$ cat src/rtl/parking_gate_scheduler_if.sv
// Lane-side bundle of the parking gate scheduler: sensors and keypad in,
// gate actuator, LEDs and status out. The scheduler uses the slave modport.
// The system side (sensors, keypad, actuator drivers) uses master.
interface parking_gate_scheduler_if #(
  parameter int CAPACITY = 8
);
  localparam int CNT_W = $clog2(CAPACITY + 1);

  logic             sensor_entrance;
  logic             sensor_exit;
  logic [3:0]       password;
  logic             pw_valid;
  logic             car_passed;

  logic             gate_open;
  logic             grant_in;
  logic             grant_out;
  logic             GREEN_LED;
  logic             RED_LED;
  logic [CNT_W-1:0] countcar;
  logic             lot_full;
  logic             lockout;
  logic [2:0]       indicator;

  modport master (
    output sensor_entrance, sensor_exit, password, pw_valid, car_passed,
    input  gate_open, grant_in, grant_out, GREEN_LED, RED_LED,
           countcar, lot_full, lockout, indicator
  );

  modport slave (
    input  sensor_entrance, sensor_exit, password, pw_valid, car_passed,
    output gate_open, grant_in, grant_out, GREEN_LED, RED_LED,
           countcar, lot_full, lockout, indicator
  );
endinterface

$ cat src/rtl/parking_gate_scheduler.sv
// Parking gate scheduler: arbitrates one barrier gate between a
// password-gated entry lane and an exit lane, tracks occupancy against
// CAPACITY and locks the entry lane out after MAX_TRIES wrong codes.
// Optional build macro CPS_EXIT_PRIORITY_EN: when defined, the exit lane
// wins every IDLE tie; otherwise ties are resolved round-robin.
module parking_gate_scheduler #(
  parameter int         CAPACITY       = 8,
  parameter logic [3:0] PASSWORD       = 4'b1011,
  parameter int         OPEN_CYCLES    = 16,
  parameter int         PW_TIMEOUT     = 32,
  parameter int         MAX_TRIES      = 3,
  parameter int         LOCKOUT_CYCLES = 64
) (
  input logic                     clk,
  input logic                     reset_n,
  parking_gate_scheduler_if.slave bus
);

  localparam int CNT_W   = $clog2(CAPACITY + 1);
  localparam int TRY_W   = $clog2(MAX_TRIES + 1);
  localparam int LT_W    = $clog2(LOCKOUT_CYCLES + 1);
  localparam int TMR_MAX = (PW_TIMEOUT > OPEN_CYCLES) ? PW_TIMEOUT : OPEN_CYCLES;
  localparam int TMR_W   = $clog2(TMR_MAX);

  // State encoding doubles as the indicator code.
  typedef enum logic [2:0] {
    S_IDLE     = 3'b000,
    S_WAIT_PW  = 3'b001,
    S_OPEN_IN  = 3'b010,
    S_OPEN_OUT = 3'b011,
    S_WRONG_PW = 3'b100
  } state_t;

  typedef enum logic {
    LANE_EXIT  = 1'b0,
    LANE_ENTRY = 1'b1
  } lane_t;

  state_t           r_state;
  lane_t            r_last;
  logic [CNT_W-1:0] r_count;
  logic [TRY_W-1:0] r_tries;
  logic [TMR_W-1:0] r_timer;       // cycles already spent in the current grant state
  logic             r_lockout;
  logic [LT_W-1:0]  r_lock_timer;
  logic             r_gate_open;
  logic             r_grant_in;
  logic             r_grant_out;
  logic             r_green;
  logic             r_red;
  logic             r_lot_full;
  logic [2:0]       r_indicator;

  state_t           w_state_nxt;
  lane_t            w_last_nxt;
  logic [CNT_W-1:0] w_count_nxt;
  logic [TRY_W-1:0] w_tries_nxt;
  logic [TMR_W-1:0] w_timer_nxt;
  logic             w_lockout_nxt;
  logic [LT_W-1:0]  w_lock_timer_nxt;
  logic             w_full_nxt;
  logic             w_entry_ok;
  logic             w_exit_ok;
  logic             w_pick_entry;
  logic             w_pw_expired;
  logic             w_open_expired;

  assign w_entry_ok     = bus.sensor_entrance & ~r_lot_full & ~r_lockout;
  assign w_exit_ok      = bus.sensor_exit;
  assign w_pw_expired   = (r_timer == TMR_W'(PW_TIMEOUT - 1));
  assign w_open_expired = (r_timer == TMR_W'(OPEN_CYCLES - 1));

  // Tie-break between two eligible lanes in IDLE.
  always_comb begin
`ifdef CPS_EXIT_PRIORITY_EN
    w_pick_entry = 1'b0;
`else
    w_pick_entry = (r_last == LANE_EXIT);
`endif
  end

  // Next-state, counter and lockout-timer decisions for the coming edge.
  always_comb begin
    // NOTE: every signal gets a default before the case so no path leaves one unassigned (which would infer a latch).
    w_state_nxt      = r_state;
    w_last_nxt       = r_last;
    w_count_nxt      = r_count;
    w_tries_nxt      = r_tries;
    w_timer_nxt      = r_timer + 1'b1;
    w_lockout_nxt    = r_lockout;
    w_lock_timer_nxt = r_lock_timer;

    // Lockout runs on its own, regardless of what the gate is doing.
    if (r_lockout) begin
      w_lock_timer_nxt = r_lock_timer - 1'b1;
      if (r_lock_timer == LT_W'(1)) w_lockout_nxt = 1'b0;
    end

    unique case (r_state)
      S_IDLE: begin
        w_timer_nxt = '0;
        if (w_entry_ok && w_exit_ok) begin
          w_state_nxt = w_pick_entry ? S_WAIT_PW : S_OPEN_OUT;
        end else if (w_entry_ok) begin
          w_state_nxt = S_WAIT_PW;
        end else if (w_exit_ok) begin
          w_state_nxt = S_OPEN_OUT;
        end
      end

      S_WAIT_PW: begin
        if (bus.pw_valid) begin
          w_timer_nxt = '0;
          if (bus.password == PASSWORD) begin
            w_state_nxt = S_OPEN_IN;
            w_tries_nxt = '0;
          end else begin
            w_state_nxt = S_WRONG_PW;
            w_tries_nxt = r_tries + 1'b1;
          end
        end else if (w_pw_expired) begin
          w_state_nxt = S_IDLE;
          w_last_nxt  = LANE_ENTRY;
        end
      end

      S_WRONG_PW: begin
        w_timer_nxt = '0;
        if (r_tries == TRY_W'(MAX_TRIES)) begin
          w_lockout_nxt    = 1'b1;
          w_lock_timer_nxt = LT_W'(LOCKOUT_CYCLES);
          w_tries_nxt      = '0;
          w_state_nxt      = S_IDLE;
        end else begin
          w_state_nxt = S_WAIT_PW;
        end
      end

      S_OPEN_IN: begin
        if (bus.car_passed) begin
          if (r_count != CNT_W'(CAPACITY)) w_count_nxt = r_count + 1'b1;
          w_last_nxt  = LANE_ENTRY;
          w_state_nxt = S_IDLE;
        end else if (w_open_expired) begin
          w_state_nxt = S_IDLE;
        end
      end

      S_OPEN_OUT: begin
        if (bus.car_passed) begin
          if (r_count != '0) w_count_nxt = r_count - 1'b1;
          w_last_nxt  = LANE_EXIT;
          w_state_nxt = S_IDLE;
        end else if (w_open_expired) begin
          w_state_nxt = S_IDLE;
        end
      end

      default: w_state_nxt = S_IDLE;
    endcase
  end

  assign w_full_nxt = (w_count_nxt == CNT_W'(CAPACITY));

  // FSM state, counters and registered outputs, all derived from the next state.
  always_ff @(posedge clk or negedge reset_n) begin
    if (!reset_n) begin
      r_state      <= S_IDLE;
      r_last       <= LANE_EXIT;
      r_count      <= '0;
      r_tries      <= '0;
      r_timer      <= '0;
      r_lockout    <= 1'b0;
      r_lock_timer <= '0;
      r_gate_open  <= 1'b0;
      r_grant_in   <= 1'b0;
      r_grant_out  <= 1'b0;
      r_green      <= 1'b0;
      r_red        <= 1'b0;
      r_lot_full   <= 1'b0;
      r_indicator  <= 3'b000;
    end else begin
      // NOTE: non-blocking here so every register samples pre-edge values, independent of statement order.
      r_state      <= w_state_nxt;
      r_last       <= w_last_nxt;
      r_count      <= w_count_nxt;
      r_tries      <= w_tries_nxt;
      r_timer      <= w_timer_nxt;
      r_lockout    <= w_lockout_nxt;
      r_lock_timer <= w_lock_timer_nxt;
      r_gate_open  <= (w_state_nxt == S_OPEN_IN) || (w_state_nxt == S_OPEN_OUT);
      r_green      <= (w_state_nxt == S_OPEN_IN) || (w_state_nxt == S_OPEN_OUT);
      r_grant_in   <= (w_state_nxt == S_WAIT_PW) || (w_state_nxt == S_WRONG_PW) ||
                      (w_state_nxt == S_OPEN_IN);
      r_grant_out  <= (w_state_nxt == S_OPEN_OUT);
      r_red        <= (w_state_nxt == S_WRONG_PW) || w_lockout_nxt || w_full_nxt;
      r_lot_full   <= w_full_nxt;
      r_indicator  <= w_state_nxt;
    end
  end

  assign bus.gate_open = r_gate_open;
  assign bus.grant_in  = r_grant_in;
  assign bus.grant_out = r_grant_out;
  assign bus.GREEN_LED = r_green;
  assign bus.RED_LED   = r_red;
  assign bus.countcar  = r_count;
  assign bus.lot_full  = r_lot_full;
  assign bus.lockout   = r_lockout;
  assign bus.indicator = r_indicator;

endmodule
$ cat src/flat_wrapper.sv
// flat-port wrapper written by rule: the top's interface ports become plain ports
module parking_gate_scheduler_flat 
#(
  parameter int         CAPACITY       = 8,
  parameter logic [3:0] PASSWORD       = 4'b1011,
  parameter int         OPEN_CYCLES    = 16,
  parameter int         PW_TIMEOUT     = 32,
  parameter int         MAX_TRIES      = 3,
  parameter int         LOCKOUT_CYCLES = 64
)
  (clk, reset_n, bus_sensor_entrance, bus_sensor_exit, bus_password, bus_pw_valid, bus_car_passed, bus_gate_open, bus_grant_in, bus_grant_out, bus_GREEN_LED, bus_RED_LED, bus_countcar, bus_lot_full, bus_lockout, bus_indicator);
  parking_gate_scheduler_if #(.CAPACITY(CAPACITY)) bus_i ();
  input logic clk;
  input logic reset_n;
  input wire logic [$bits(bus_i.sensor_entrance)-1:0] bus_sensor_entrance;
  input wire logic [$bits(bus_i.sensor_exit)-1:0] bus_sensor_exit;
  input wire logic [$bits(bus_i.password)-1:0] bus_password;
  input wire logic [$bits(bus_i.pw_valid)-1:0] bus_pw_valid;
  input wire logic [$bits(bus_i.car_passed)-1:0] bus_car_passed;
  output wire logic [$bits(bus_i.gate_open)-1:0] bus_gate_open;
  output wire logic [$bits(bus_i.grant_in)-1:0] bus_grant_in;
  output wire logic [$bits(bus_i.grant_out)-1:0] bus_grant_out;
  output wire logic [$bits(bus_i.GREEN_LED)-1:0] bus_GREEN_LED;
  output wire logic [$bits(bus_i.RED_LED)-1:0] bus_RED_LED;
  output wire logic [$bits(bus_i.countcar)-1:0] bus_countcar;
  output wire logic [$bits(bus_i.lot_full)-1:0] bus_lot_full;
  output wire logic [$bits(bus_i.lockout)-1:0] bus_lockout;
  output wire logic [$bits(bus_i.indicator)-1:0] bus_indicator;
  assign bus_i.sensor_entrance = bus_sensor_entrance;
  assign bus_i.sensor_exit = bus_sensor_exit;
  assign bus_i.password = bus_password;
  assign bus_i.pw_valid = bus_pw_valid;
  assign bus_i.car_passed = bus_car_passed;
  assign bus_gate_open = bus_i.gate_open;
  assign bus_grant_in = bus_i.grant_in;
  assign bus_grant_out = bus_i.grant_out;
  assign bus_GREEN_LED = bus_i.GREEN_LED;
  assign bus_RED_LED = bus_i.RED_LED;
  assign bus_countcar = bus_i.countcar;
  assign bus_lot_full = bus_i.lot_full;
  assign bus_lockout = bus_i.lockout;
  assign bus_indicator = bus_i.indicator;
  parking_gate_scheduler #(.CAPACITY(CAPACITY), .PASSWORD(PASSWORD), .OPEN_CYCLES(OPEN_CYCLES), .PW_TIMEOUT(PW_TIMEOUT), .MAX_TRIES(MAX_TRIES), .LOCKOUT_CYCLES(LOCKOUT_CYCLES)) u_core (.clk(clk), .reset_n(reset_n), .bus(bus_i));
endmodule
$ cat config.mk
export PLATFORM = sky130hd
export DESIGN_NAME = parking_gate_scheduler_flat
export DESIGN_NICKNAME = d
export VERILOG_FILES = /design/src/rtl/parking_gate_scheduler_if.sv /design/src/rtl/parking_gate_scheduler.sv /design/src/flat_wrapper.sv
export SDC_FILE = /design/constraint.sdc
export NUM_CORES = 1
export LEC_CHECK = 0
export ABC_AREA = 1
export BUFFER_PORTS_ARGS = -buffer_cell sky130_fd_sc_hd__buf_2
export CORE_UTILIZATION = 27
export CTS_BUF_LIST = sky130_fd_sc_hd__clkbuf_2 sky130_fd_sc_hd__clkbuf_4 sky130_fd_sc_hd__clkbuf_8
export DETAILED_ROUTE_END_ITERATION = 7
export GPL_TIMING_DRIVEN = 0
export RECOVER_POWER = 100
export SLEW_MARGIN = 20
export SYNTH_ARGS = -nofsm -noshare
export SYNTH_HDL_FRONTEND = slang
export SYNTH_SLANG_ARGS = --single-unit
$ cat constraint.sdc
create_clock -name clk -period 1.6 [get_ports clk]
set_clock_uncertainty 0.15 [all_clocks]
set_input_delay 0.32 -clock clk [delete_from_list [all_inputs] [get_ports clk]]
set_output_delay 0.32 -clock clk [all_outputs]
set_load 0.02 [all_outputs]
# ---- After elaboration in Yosys (flattened, before gate mapping)
# Cells that the tools add are included.
dict set report classes {
  n_addsub 5
  mul 0
  div 0
  n_lt_le_gt_ge 0
  n_eq_ne 21
  shift 0
  n_mux 34
  bitwise 4
  reduce_logical 14
}
# op n
set op_table {}
lappend op_table {{$mux W3} 8}
lappend op_table {{$mux W7} 3}
lappend op_table {{$mux W4} 4}
lappend op_table {{$eq A3 B2 Y1 const B} 4}
lappend op_table {{$pmux W3 S4} 1}
lappend op_table {{$pmux W5 S2} 1}
lappend op_table {{$mux W1} 9}
lappend op_table {{$eq A4 B4 Y1 const B} 2}
lappend op_table {{$mux W2} 4}
lappend op_table {{$ne A2 B2 Y1 const B} 4}
lappend op_table {{$pmux W4 S2} 1}
lappend op_table {{$eq A7 B1 Y1 const B} 1}
lappend op_table {{$sub A7 B1 Y7 const B} 1}
lappend op_table {{$eq A3 B1 Y1 const B} 2}
lappend op_table {{$eq A3 B3 Y1 const B} 2}
lappend op_table {{$add A5 B1 Y5 const B} 1}
lappend op_table {{$eq A5 B4 Y1 const B} 1}
lappend op_table {{$eq A5 B5 Y1 const B} 1}
lappend op_table {{$logic_or A1 B1 Y1} 5}
lappend op_table {{$mux W5} 1}
lappend op_table {{$reduce_and A5 Y1} 1}
lappend op_table {{$add A4 B1 Y4 const B} 1}
lappend op_table {{$ne A2 B1 Y1 const B} 2}
lappend op_table {{$ne A4 B4 Y1 const B} 1}
lappend op_table {{other kinds (14)} 17}
dict set report totals {
  register_bits 28
  latch_bits 0
  ram_bits 0
  romBits 0
  inputBits 10
  output_inout_bits 14
  wordCells 90
  mem_count 0
}

# ---- Longest topological paths before layout
# Gate-level depths: netlist of the first run.
dict set report logic_depth {
  ltp_word 9
  mapped_depth 10
  mapped_depth_nobuf 10
}

# ---- Least setup slack after synthesis of the first run
# No wires, ideal clock.
dict set report synth_path {
  kind {flip-flop to flip-flop}
  start {reg u_core.r_count[0], in the netlist u_core.bus.countcar[0]}
  end {reg u_core.r_red, in the netlist u_core.bus.RED_LED}
  setup_ps 121
  arrival_ps 1364
  t_required_ps 1329
  path_slack_ps -36
  path_stages_with_launch 9
  n_path_buf 0
  synth_period_minus_slack_ps 1636
  path_cell_list {dfrtp_1 -> inv_1 -> ha_1 -> nand3_1 -> nand3_1 -> nand3_1 -> nand2_1 -> nand3_1 -> nand2_1}
}
dict set report synth_via {
  elab_chain_cells 6
  word_cells_on_any_way 11
  classes_between {2 x add/sub; 2 x eq/ne; 5 x mux; 2 x reduce/logical}
}
# item line_no
set synth_rtl {}
lappend synth_rtl {{start: declaration} parking_gate_scheduler.sv:41} ;# logic [CNT_W-1:0] r_count;
lappend synth_rtl {{start signal: assignment} parking_gate_scheduler.sv:186} ;# r_count <= w_count_nxt;
lappend synth_rtl {{$sub A4 B1 Y4 (tied with other cells)} parking_gate_scheduler.sv:151} ;# if (r_count != '0) w_count_nxt = r_count - 1'b1;
lappend synth_rtl {{$mux W4 (on tied branches)} {parking_gate_scheduler.sv:151, parking_gate_scheduler.sv:141}}
lappend synth_rtl {{$mux W4 (on tied branches)} {parking_gate_scheduler.sv:150, parking_gate_scheduler.sv:140}}
lappend synth_rtl {{$pmux W4 S2 (*)} parking_gate_scheduler.sv:99} ;# unique case (r_state)
lappend synth_rtl {{$eq A4 B4 Y1 (*)} parking_gate_scheduler.sv:163} ;# assign w_full_nxt = (w_count_nxt == CNT_W'(CAPACITY));
lappend synth_rtl {{$logic_or A1 B1 Y1 (*)} parking_gate_scheduler.sv:196} ;# r_red <= (w_state_nxt == S_WRONG_PW) || w_lockout_nxt || w_full_nxt;
lappend synth_rtl {{end signal: assignment} parking_gate_scheduler.sv:196}
lappend synth_rtl {{end: declaration} parking_gate_scheduler.sv:50} ;# logic r_red;
# Mark *: on every way between the ends. The rest lies on a longest branch, timed or not.
# A chain may end at the register's enable or synchronous reset.

# ---- Final worst setup path of the first run
dict set report layout_path {
  start {reg u_core.r_timer[0]}
  end {reg u_core.r_grant_out, in the netlist u_core.bus.grant_out}
}
dict set report layout_via {
  elab_chain_cells 5
  word_cells_on_any_way 8
  classes_between {3 x eq/ne; 5 x mux}
}
# item line_no
set layout_rtl {}
lappend layout_rtl {{start: declaration} parking_gate_scheduler.sv:43} ;# logic [TMR_W-1:0] r_timer;
lappend layout_rtl {{start signal: assignment} parking_gate_scheduler.sv:188} ;# r_timer <= w_timer_nxt;
lappend layout_rtl {{$eq A5 B4 Y1 / $eq A5 B5 Y1 (equally long branches)} {parking_gate_scheduler.sv:71, parking_gate_scheduler.sv:70}}
lappend layout_rtl {{$mux W3 (on tied branches)} {parking_gate_scheduler.sv:144, parking_gate_scheduler.sv:154, parking_gate_scheduler.sv:121}}
lappend layout_rtl {{$mux W3 (on tied branches)} {parking_gate_scheduler.sv:140, parking_gate_scheduler.sv:112}}
lappend layout_rtl {{$pmux W3 S4 (*)} parking_gate_scheduler.sv:99}
lappend layout_rtl {{via u_core.w_state_nxt[0]} parking_gate_scheduler.sv:54} ;# state_t w_state_nxt;
lappend layout_rtl {{$eq A3 B2 Y1 (*)} parking_gate_scheduler.sv:195} ;# r_grant_out <= (w_state_nxt == S_OPEN_OUT);
lappend layout_rtl {{end signal: assignment} parking_gate_scheduler.sv:195}
lappend layout_rtl {{end: declaration} parking_gate_scheduler.sv:48} ;# logic r_grant_out;
# Mark *: on every way through the listed nets, which the timed path passes. The rest lies on a longest branch.

==> flow_metrics.py, run 1 <==
metrics = {
    "status": {
        "outcome": "finished with violations",
        "failed_checks": "setup timing",
    },
    "setup_path": {
        "timing.critical_path.slowest_cell_delay_ps": 370,
        "rr_worst_depth": 8,
        "startpoint_type": "flip-flop",
        "worstSetupEndpointType": "flip-flop",
        "origin_of_the_critical_flop_to_flop_path": "u_core.r_timer[0]",
        "cp-endpoint": "u_core.bus.grant_out",
        "cp-startpoint": "u_core.r_timer[0]",
        "worst_case_register_to_register_setup_slack_ps": -10,
        "cpLargestDelayFamily": "simple AND/OR/NAND/NOR gates",
        "cp.depth": 8,
        "cp_max_fo": 4,
        "rr_endpoint": "u_core.bus.grant_out",
        "crit_path_cell_trace": "ha_2 > nand2_2 > nor2_4 > ha_4 > inv_2 > nand4_1 > o2111ai_2 > and2_4",
        "worstPathArrival_ps": 1640,
        "critical_path_class": "reg -> reg",
        "timing.critical_path.slowest_stage_cell": "sky130_fd_sc_hd__dfrtp_1",
        "cp_data_required_time_ps": 1620,
        "critical_path.n_buffers_inverters": 1,
    },
    "min_path": {
        "min-delay-path-class": "in -> reg",
        "holdPathStages": 3,
    },
    "floorplan": {
        "rows": 27,
        "die-area_um2": 6100,
        "dieHeight_um": 78.1,
        "die_width_um": 78.1,
        "io-pin-count": 24,
        "starting_density_of_the_core_pct": 28.2,
        "core-area_um2": 5540,
    },
    "pwr": {
        "p_int_w": 0.00212,
        "power_share_of_the_clock_group_pct": 14.5,
        "tot_pwr_w": 0.00381,
        "p_leak_nw": 1.00,
        "worst_ir_drop_vdd_uv": 592,
        "power_frac_comb_pct": 51.5,
        "net_switching_power_w": 0.00169,
        "seqPwrFrac_pct": 34.0,
        "p_per_area_nw_per_um2": 1860,
        "p_sw_share_pct": 44.3,
    },
    "logic_synthesis": {
        "yosys.cell_types.count": 28,
        "mappedNetlistNets": 218,
        "synth_top_cells_by_count": "35 x sky130_fd_sc_hd__inv_1, 32 x sky130_fd_sc_hd__nand2_1, 28 x sky130_fd_sc_hd__dfrtp_1, 28 x sky130_fd_sc_hd__nor2_1, 25 x sky130_fd_sc_hd__nand3_1",
        "synthesis.area_per_instance_um2": 7.82,
        "yosys_warnings": 0,
        "yosys_register_bits": 28,
        "synth.most_common_cell": "sky130_fd_sc_hd__inv_1",
        "synth_edf_count": 0,
        "main_synth_ff_type": "sky130_fd_sc_hd__dfrtp_1",
        "synthDominantCellAreaShare_pct": 44.8,
        "postSynthCellCount": 200,
        "netlist_top_cells_area": "sky130_fd_sc_hd__dfrtp_1 45%, sky130_fd_sc_hd__inv_1 8.4%, sky130_fd_sc_hd__nand3_1 8.0%",
        "post_synthesis_instance_area_um2": 1560,
        "asyncSetResetFlopFracSynth_pct": 100,
        "netlist.top_cell.by_area": "sky130_fd_sc_hd__dfrtp_1",
        "yosysSeqAreaShare_pct": 44.8,
    },
    "cells_and_area": {
        "fillers": 597,
        "antenna_cells_inserted": 0,
        "drive_above_1_share_pct": 28.6,
        "finalNonFillerCells": 310,
        "syn_to_final_growth_pct": 30.9,
        "num-nets-final": 257,
        "stdcell_area_um2": 2050,
    },
    "global_routing": {
        "grt_use_total_pct": 11.8,
        "largest_net_degree_at_the_start_of_global_routing": 29,
        "grt_pass1_vias": 1331,
        "grt_antenna_before_repair": 0,
        "grt_first_pass_wirelength_um": 5770,
        "globalRouteOverflowTotal": 0,
    },
    "detailed_routing": {
        "route.detailed.wl_per_inst_um": 10.8,
        "dr_total_vias": 1412,
        "drtPass1Iterations": 4,
        "route.detailed.drc": 0,
        "detail-route-antenna-nets": 0,
        "vias_per_cell": 4.55,
        "drt_first_iter_violations": 58,
        "totalWireLength_um": 3340,
    },
    "clock_network": {
        "ctsRootBufferMaster": "sky130_fd_sc_hd__clkbuf_8",
        "h-tree-depth": 1,
        "tritoncts": "done",
        "cts_inserted_buffers": 3,
        "total_number_of_clock_tree_sinks": 28,
        "clk_latency_ps": 270,
        "clock_transition_at_the_register_clock_pins_on_the_worst_setup_and_hold_paths_after_cts_ps": 90,
        "clk_path_buf_depth": 2,
    },
    "timing": {
        "finalHoldViolCount": 0,
        "fin_setup_tns_ps": -26.4,
        "slew_violations": 0,
        "setup_repair_after_global_routing_missed_its_margin": "true",
        "setup_viol": 2,
        "timing.max_slew.rel_slack_pct": 55.4,
        "timing_worst_slew_pin_value_ps": 670,
        "timing.final.crit_share_pct": 101,
        "clock.fmax_mhz": 619,
        "period_needed_ps": 1610,
        "postLayoutSetupSlackWorst_ps": -14.2,
    },
    "flow_run": {
        "maxCapViolCount": 0,
    },
    "place": {
        "postPlaceCellArea_um2": 1770,
        "post-place-cells": 294,
        "post_dp_hpwl_um": 2460,
        "finalWeightedCongestion": 0.874,
        "place.port_buffers": 22,
        "placement.setup.worst_slack_ps": -154,
    },
}
## sequential cells by signal, summed over array words and instances, names as in the netlist
signal and flops:
u_core.bus.gate_open 1, u_core.bus.lot_full 1, u_core.bus.RED_LED 1, u_core.bus.countcar 4, u_core.bus.grant_out 1, u_core.r_lock_timer 7
u_core.bus.lockout 1, u_core.r_tries 2, u_core.r_timer 5, u_core.r_last 1, u_core.r_state 3, u_core.bus.grant_in 1
## cell type report
class	instances	area (um2)	area share, %
clock inverters	1	30.0	1.47
plain buffers	2	15.0	0.733
well taps	72	90.1	4.40
repair buffers	34	194	9.47
clock buffers	3	41.3	2.02
multi-input cells	134	837	40.9
flip-flops and latches	28	704	34.4
inverters	36	135	6.60
## what timing repair did
action,4_1_cts,5_1_grt
setup endpoints to repair,7,12
setup buffers,5,6
gates resized for setup,19,19
hold endpoints to repair,28,0
cloned,0,0
hold buffers,1,0
pin swaps,5,2
## tightest hold or removal path: cells and delay by family
family | cells | cell delay, ps
buf+inv | 2 | 190
simple gates | 1 | 80
## logic make-up after synthesis
kind of cell,synth area share [%]
compound gates,6.72
fa+ha+maj,6.40
buf+inv,9.60
simple gates,31.4
flops,44.8
xor+xnor,1.12
## placed cells by master, fill, tap and decap left out, drive strengths merged
cell type,count
o211ai,1
clkbuf,11
bufinv,1
ha,8
or2,2
o21ai,6
nor4,1
and2,1
nand3,27
nor3b,1
buf,27
xor2,2
o2111ai,1
nand2,33
dlygate4sd3,1
dfrtp,28
nand4,5
a21oi,6
inv,36
nor3,5
o21bai,1
nand3b,1
a31oi,2
nor2,30
a31o,1
## power by group through the flow
stage	Sequential, W	Clock [W]	Combinational (W)
finish	0.00130	0.000551	0.00196
detailed placement	0.00131	0	0.00165
floorplan	0.00143	0	0.00106
CTS	0.00130	0.000570	0.00179
global route	0.00134	0.000601	0.00223
global placement	0.00131	0	0.00162
## routing by layer
metal | GRT usage (%) | vias to the layer above | share of wire [%]
li1 | - | 723 | -
met1 | 15.0 | 646 | 46
met2 | 19.8 | 36 | 48
met3 | 1.63 | 7 | 3.7
met4 | 4.81 | 0 | 1.6
met5 | 0 | - | 0
## stage by stage
| stage | utilization (%) | hold WS [ps] |
|---|---|---|
| after global placement | 31.9 | 226 |
| after detailed placement | 31.9 | 225 |
| after floorplan | - | -126 |
| after global routing | 36.9 | 233 |
| after CTS | 35.4 | 211 |
| final | 36.9 | 212 |
## worst min-delay path by stage
stage / from / endpoint / slack, ps
2_1_floorplan: reset_n / u_core.bus.RED_LED / -130
3_3_place_gp: reset_n / u_core.r_timer[1] / 230
3_5_place_dp: reset_n / u_core.r_timer[2] / 230
4_1_cts: bus_pw_valid / u_core.r_state[2] / 210
5_1_grt: bus_pw_valid / u_core.r_state[2] / 230
6_report: bus_pw_valid / u_core.r_state[2] / 210
(Power assumes the default switching activity.)
==> run 2, diff against run 1 <==
--- a/config.mk
+++ b/config.mk
@@ -6,12 +6,13 @@
 export NUM_CORES = 1
 export LEC_CHECK = 0
 export ABC_AREA = 1
-export BUFFER_PORTS_ARGS = -buffer_cell sky130_fd_sc_hd__buf_2
+export BUFFER_PORTS_ARGS = -buffer_cell sky130_fd_sc_hd__clkbuf_2
 export CORE_UTILIZATION = 27
 export CTS_BUF_LIST = sky130_fd_sc_hd__clkbuf_2 sky130_fd_sc_hd__clkbuf_4 sky130_fd_sc_hd__clkbuf_8
 export DETAILED_ROUTE_END_ITERATION = 7
 export GPL_TIMING_DRIVEN = 0
 export RECOVER_POWER = 100
+export SKIP_LAST_GASP = 1
 export SLEW_MARGIN = 20
 export SYNTH_ARGS = -nofsm -noshare
 export SYNTH_HDL_FRONTEND = slang
==> flow_metrics.py, run 2 (synthesis gave the netlist of run 1 again) <==
metrics = {
    "setup_path": {
        "critical_path_class": "reg -> reg",
        "worstPathArrival_ps": 1660,
        "cp_data_required_time_ps": 1620,
        "startpoint_type": "flip-flop",
        "worstSetupEndpointType": "flip-flop",
        "worst_case_register_to_register_setup_slack_ps": -50,
        "cp_max_fo": 4,
    },
    "flow_run": {
        "maxCapViolCount": 0,
    },
    "global_routing": {
        "largest_net_degree_at_the_start_of_global_routing": 29,
        "grt_pass1_vias": 1337,
        "globalRouteOverflowTotal": 0,
        "grt_use_total_pct": 12.1,
        "grt_antenna_before_repair": 0,
        "grt_first_pass_wirelength_um": 5900,
    },
    "clock_network": {
        "cts_inserted_buffers": 3,
        "tritoncts": "done",
        "h-tree-depth": 1,
        "clk_latency_ps": 280,
        "total_number_of_clock_tree_sinks": 28,
        "ctsRootBufferMaster": "sky130_fd_sc_hd__clkbuf_8",
        "clk_path_buf_depth": 2,
        "clock_transition_at_the_register_clock_pins_on_the_worst_setup_and_hold_paths_after_cts_ps": 100,
    },
    "place": {
        "post_dp_hpwl_um": 2420,
        "finalWeightedCongestion": 0.866,
        "place.port_buffers": 22,
        "postPlaceCellArea_um2": 1770,
        "placement.setup.worst_slack_ps": -114,
    },
    "floorplan": {
        "starting_density_of_the_core_pct": 28.2,
        "die_width_um": 78.1,
        "rows": 27,
        "io-pin-count": 24,
        "die-area_um2": 6100,
        "core-area_um2": 5540,
        "dieHeight_um": 78.1,
    },
    "detailed_routing": {
        "detailroute.wirelength.met2_um": 1730,
        "detail-route-antenna-nets": 0,
        "highest-signal-layer": "met4",
        "drtPass1Iterations": 4,
        "totalWireLength_um": 3520,
        "detail_route.wirelength.met1_um": 1580,
        "route.detailed.wl_per_inst_um": 11.4,
        "drt_first_iter_violations": 35,
        "vias_per_cell": 4.55,
        "dr_total_vias": 1406,
        "route.detailed.drc": 0,
        "route.met3.wl_um": 129,
    },
    "timing": {
        "setup_viol": 2,
        "period_needed_ps": 1650,
        "fin_setup_tns_ps": -50.0,
        "finalHoldWorstSlack_ps": 205,
        "timing_worst_slew_pin_value_ps": 715,
        "timing.final.crit_share_pct": 103,
        "postLayoutSetupSlackWorst_ps": -45.9,
        "setup_repair_after_global_routing_missed_its_margin": "true",
        "slew_violations": 0,
        "clock.fmax_mhz": 608,
        "timing.max_slew.rel_slack_pct": 52.4,
        "finalHoldViolCount": 0,
    },
    "pwr": {
        "worst_ir_drop_vdd_uv": 592,
        "p_leak_nw": 0.994,
        "tot_pwr_w": 0.00382,
        "p_per_area_nw_per_um2": 1870,
    },
    "cells_and_area": {
        "registers.top_by_ff_count": "u_core.r_lock_timer",
        "antenna_cells_inserted": 0,
        "drive_above_1_share_pct": 25.7,
        "flip_flop_count_of_the_largest_register_after_layout": 7,
        "mostFrequentLayoutCell": "sky130_fd_sc_hd__inv_1",
        "stdcell_area_um2": 2040,
        "syn_to_final_growth_pct": 30.7,
        "num-nets-final": 256,
        "layout.cells.most_common_list": "32 x sky130_fd_sc_hd__inv_1, 31 x sky130_fd_sc_hd__nand2_1, 24 x sky130_fd_sc_hd__nor2_1, 24 x sky130_fd_sc_hd__dfrtp_1, 21 x sky130_fd_sc_hd__nand3_1",
    },
    "status": {
        "outcome": "finished with violations",
        "failed_checks": "setup timing",
    },
    "min_path": {
        "min-delay-path-class": "in -> reg",
    },
}
## run 2: cell types whose count changed in the layout (fill, tap and decap cells not counted), moves of 2 or more
cell,before,now
sky130_fd_sc_hd__clkbuf_2,1,14
sky130_fd_sc_hd__buf_2,14,0
sky130_fd_sc_hd__buf_4,13,10
sky130_fd_sc_hd__nor2_4,4,2
sky130_fd_sc_hd__nand3_2,8,4
sky130_fd_sc_hd__nand3_1,18,21
## run 2: critical path, stage by stage (launching register included)
cell and delay [ps]:
sky130_fd_sc_hd__dfrtp_1 360, sky130_fd_sc_hd__ha_2 190, sky130_fd_sc_hd__nand2_2 70, sky130_fd_sc_hd__nor2_4 160, sky130_fd_sc_hd__ha_4 150, sky130_fd_sc_hd__inv_2 40
sky130_fd_sc_hd__nand4_1 110, sky130_fd_sc_hd__o2111ai_4 130, sky130_fd_sc_hd__and2_1 180
## run 2: report_power, final
part / switching, W / internal, W
sequential: 0.000281 / 0.00102
combinational: 0.00119 / 0.000775
clock: 0.000224 / 0.000335
total: 0.00169 / 0.00213
## run 2: what timing repair did
item	4_1_cts	5_1_grt
buffers inserted	6	4
hold endpoints to repair	28	0
pin swaps	3	5
resized for setup	16	14
setup endpoints to repair	6	14
hold buffers	1	0
## run 2: cell type report
cell class,instances,area (um2)
flip-flops and latches,28,706
well taps,72,90.1
clock inverters,1,30.0
fillers,600,3500
inverters,36,135
repair buffers,33,201
multi-input cells,134,826
plain buffers,2,15.0
clock buffers,3,41.3
## run 2: per-layer routing
metal,vias up,GRT usage (%)
met5,-,0
met4,0,5.74
met3,8,1.63
met2,29,20.5
met1,655,15.1
li1,714,-
## run 2: path summary, 6_finish.rpt
kind                                        start                endpoint  depth (start not counted)
max                             u_core.r_timer[1]    u_core.bus.grant_out                          8
min                                  bus_pw_valid       u_core.r_state[2]                          3
max reg2reg                     u_core.r_timer[1]    u_core.bus.grant_out                          8
min reg2reg                u_core.r_lock_timer[6]  u_core.r_lock_timer[6]                          1
max in group asynchronous                 reset_n       u_core.r_state[2]                          2
min in group asynchronous                 reset_n  u_core.r_lock_timer[4]                          2
## run 2: per-stage QoR
stage                     cells  util, %
after floorplan             200        -
after global placement      294     31.9
after detailed placement    294     31.9
after CTS                   305     35.3
after global routing        309     36.9
final                       309     36.9
==> run 3, diff against run 2 <==
--- a/config.mk
+++ b/config.mk
@@ -7,7 +7,7 @@
 export LEC_CHECK = 0
 export ABC_AREA = 1
 export BUFFER_PORTS_ARGS = -buffer_cell sky130_fd_sc_hd__clkbuf_2
-export CORE_UTILIZATION = 27
+export CORE_UTILIZATION = 35
 export CTS_BUF_LIST = sky130_fd_sc_hd__clkbuf_2 sky130_fd_sc_hd__clkbuf_4 sky130_fd_sc_hd__clkbuf_8
 export DETAILED_ROUTE_END_ITERATION = 7
 export GPL_TIMING_DRIVEN = 0
==> flow_metrics.py, run 3 (synthesis gave the netlist of run 1 again) <==
metrics = {
    "clock_network": {
        "clock_transition_at_the_register_clock_pins_on_the_worst_setup_and_hold_paths_after_cts_ps": 100,
        "clk_path_buf_depth": 2,
        "total_number_of_clock_tree_sinks": 28,
        "h-tree-depth": 1,
        "clk_latency_ps": 270,
        "ctsRootBufferMaster": "sky130_fd_sc_hd__clkbuf_8",
        "tritoncts": "done",
        "cts_inserted_buffers": 3,
    },
    "floorplan": {
        "starting_density_of_the_core_pct": 37.7,
        "dieHeight_um": 68.8,
        "io-pin-count": 24,
        "core-area_um2": 4140,
        "rows": 23,
        "die-area_um2": 4740,
        "die_width_um": 68.8,
    },
    "place": {
        "place.port_buffers": 22,
        "finalWeightedCongestion": 0.839,
        "postPlaceCellArea_um2": 1740,
        "post_dp_hpwl_um": 2300,
    },
    "timing": {
        "clock.fmax_mhz": 633,
        "finalHoldWorstSlack_ps": 202,
        "setup_viol": 0,
        "slew_violations": 0,
        "timing.max_slew.rel_slack_pct": 53.8,
        "fin_setup_tns_ps": 0,
        "period_needed_ps": 1580,
        "setup_repair_after_global_routing_missed_its_margin": "true",
        "finalHoldViolCount": 0,
        "timing.final.crit_share_pct": 98.8,
        "timing_worst_slew_pin_value_ps": 693,
    },
    "pwr": {
        "p_per_area_nw_per_um2": 1910,
        "seqPwrFrac_pct": 34.9,
        "power_share_of_the_clock_group_pct": 14.5,
        "p_leak_nw": 1.00,
        "worst_ir_drop_vdd_uv": 765,
        "net_switching_power_w": 0.00166,
        "p_sw_share_pct": 44.0,
        "p_int_w": 0.00210,
        "power_frac_comb_pct": 50.6,
    },
    "global_routing": {
        "globalRouteMet2Util_pct": 25.1,
        "globalRouteOverflowTotal": 0,
        "globalRouteMet3Util_pct": 3.45,
        "grt_first_pass_wirelength_um": 4940,
        "grt.met1_usage_pct": 16.6,
        "busiest_layer": "met2",
        "grt_antenna_before_repair": 0,
        "largest_net_degree_at_the_start_of_global_routing": 29,
        "grt_use_total_pct": 14.2,
        "grt_pass1_vias": 1190,
    },
    "detailed_routing": {
        "drtPass1Iterations": 4,
        "totalWireLength_um": 3220,
        "drt_first_iter_violations": 148,
        "detail-route-antenna-nets": 0,
        "vias_per_cell": 4.83,
        "route.detailed.drc": 0,
        "route.detailed.wl_per_inst_um": 11.2,
        "dr_total_vias": 1390,
    },
    "setup_path": {
        "cp_data_required_time_ps": 1630,
        "worstSetupEndpointType": "flip-flop",
        "cp_max_fo": 4,
        "worstPathArrival_ps": 1610,
        "startpoint_type": "flip-flop",
        "critical_path_class": "reg -> reg",
    },
    "cells_and_area": {
        "num-nets-final": 257,
        "drive_above_1_share_pct": 28.2,
        "stdcell_area_um2": 1970,
        "antenna_cells_inserted": 0,
        "syn_to_final_growth_pct": 26.0,
        "postLayoutCoreUtil_pct": 47.6,
        "flip_flop_count_of_the_largest_register_after_layout": 7,
        "layout.cells.most_common_list": "31 x sky130_fd_sc_hd__nand2_1, 30 x sky130_fd_sc_hd__inv_1, 23 x sky130_fd_sc_hd__nor2_1, 23 x sky130_fd_sc_hd__dfrtp_1, 20 x sky130_fd_sc_hd__nand3_1",
        "registers.top_by_ff_count": "u_core.r_lock_timer",
        "mostFrequentLayoutCell": "sky130_fd_sc_hd__nand2_1",
    },
    "flow_run": {
        "maxCapViolCount": 0,
    },
    "status": {
        "outcome": "completed",
    },
    "min_path": {
        "min-delay-path-class": "in -> reg",
    },
}
==> run 3: changes by cell type in the layout (fill, tap and decap cells not counted), moves of 2 or more <==
cell	before	now
sky130_fd_sc_hd__nand3_4	2	0
sky130_fd_sc_hd__ha_4	3	1
sky130_fd_sc_hd__nand3_2	4	7
sky130_fd_sc_hd__clkbuf_1	8	6
sky130_fd_sc_hd__inv_1	32	30
sky130_fd_sc_hd__ha_1	3	5
sky130_fd_sc_hd__buf_4	10	13
sky130_fd_sc_hd__clkbuf_2	14	16
==> run 3: final timing paths <==
check / slack [ps] / endpoint / from / cells after the start
setup / recovery: 20 / u_core.bus.grant_out / u_core.r_timer[1] / 8
hold / removal: 200 / u_core.r_state[2] / bus_pw_valid / 3
setup reg to reg: 20 / u_core.bus.grant_out / u_core.r_timer[1] / 8
hold reg to reg: 350 / u_core.r_lock_timer[6] / u_core.r_lock_timer[6] / 1
max in group asynchronous: 340 / u_core.bus.countcar[0] / reset_n / 2
min in group asynchronous: 460 / u_core.r_state[1] / reset_n / 2
==> run 3: power by group through the flow <==
stage / logic (W) / clock network [W] / registers (W)
2_1_floorplan: 0.00106 / 0 / 0.00143
3_3_place_gp: 0.00162 / 0 / 0.00131
3_5_place_dp: 0.00164 / 0 / 0.00132
4_1_cts: 0.00178 / 0.000567 / 0.00130
5_1_grt: 0.00215 / 0.000594 / 0.00136
6_report: 0.00190 / 0.000546 / 0.00131
==> run 3: worst max-delay path, stage by stage (launching register included) <==
cell and delay [ps]:
sky130_fd_sc_hd__dfrtp_1 370, sky130_fd_sc_hd__ha_2 190, sky130_fd_sc_hd__nand2_2 70, sky130_fd_sc_hd__nor2_4 100, sky130_fd_sc_hd__ha_2 190, sky130_fd_sc_hd__nor2_1 40, sky130_fd_sc_hd__nand2_1 70, sky130_fd_sc_hd__o2111ai_2 150
sky130_fd_sc_hd__and2_1 170
==> run 3: cell type report <==
class	count	area, um2
Clock inverter	1	30.0
Buffer	2	15.0
Inverter	36	138
Sequential cell	28	707
Tap cell	50	62.6
Clock buffer	3	41.3
Multi-Input combinational cell	134	782
Timing Repair Buffer	34	195
Fill cell	436	2170
==> run 3: repair_timing <==
action,4_1_cts,5_1_grt
setup buffers,5,6
pin swaps,4,3
resized for setup,11,16
hold buffers,1,0
endpoints found under the setup margin,5,10
gates cloned,0,0
endpoints found under the hold margin,28,0
==> run 3: routing by layer <==
| layer | routed length [um] | vias up |
|---|---|---|
| met5 | 0 | - |
| met4 | 34 | 0 |
| met3 | 144 | 4 |
| met2 | 1590 | 32 |
| met1 | 1450 | 635 |
| li1 | - | 719 |
==> run 3: through the flow <==
step	setup slack, ps	total power (W)	instances
6_report	19.3	0.00376	288
5_1_grt	-87.4	0.00411	288
4_1_cts	-20.8	0.00365	282
3_5_place_dp	-168	0.00296	272
3_3_place_gp	-157	0.00294	272
2_1_floorplan	24.4	0.00250	200
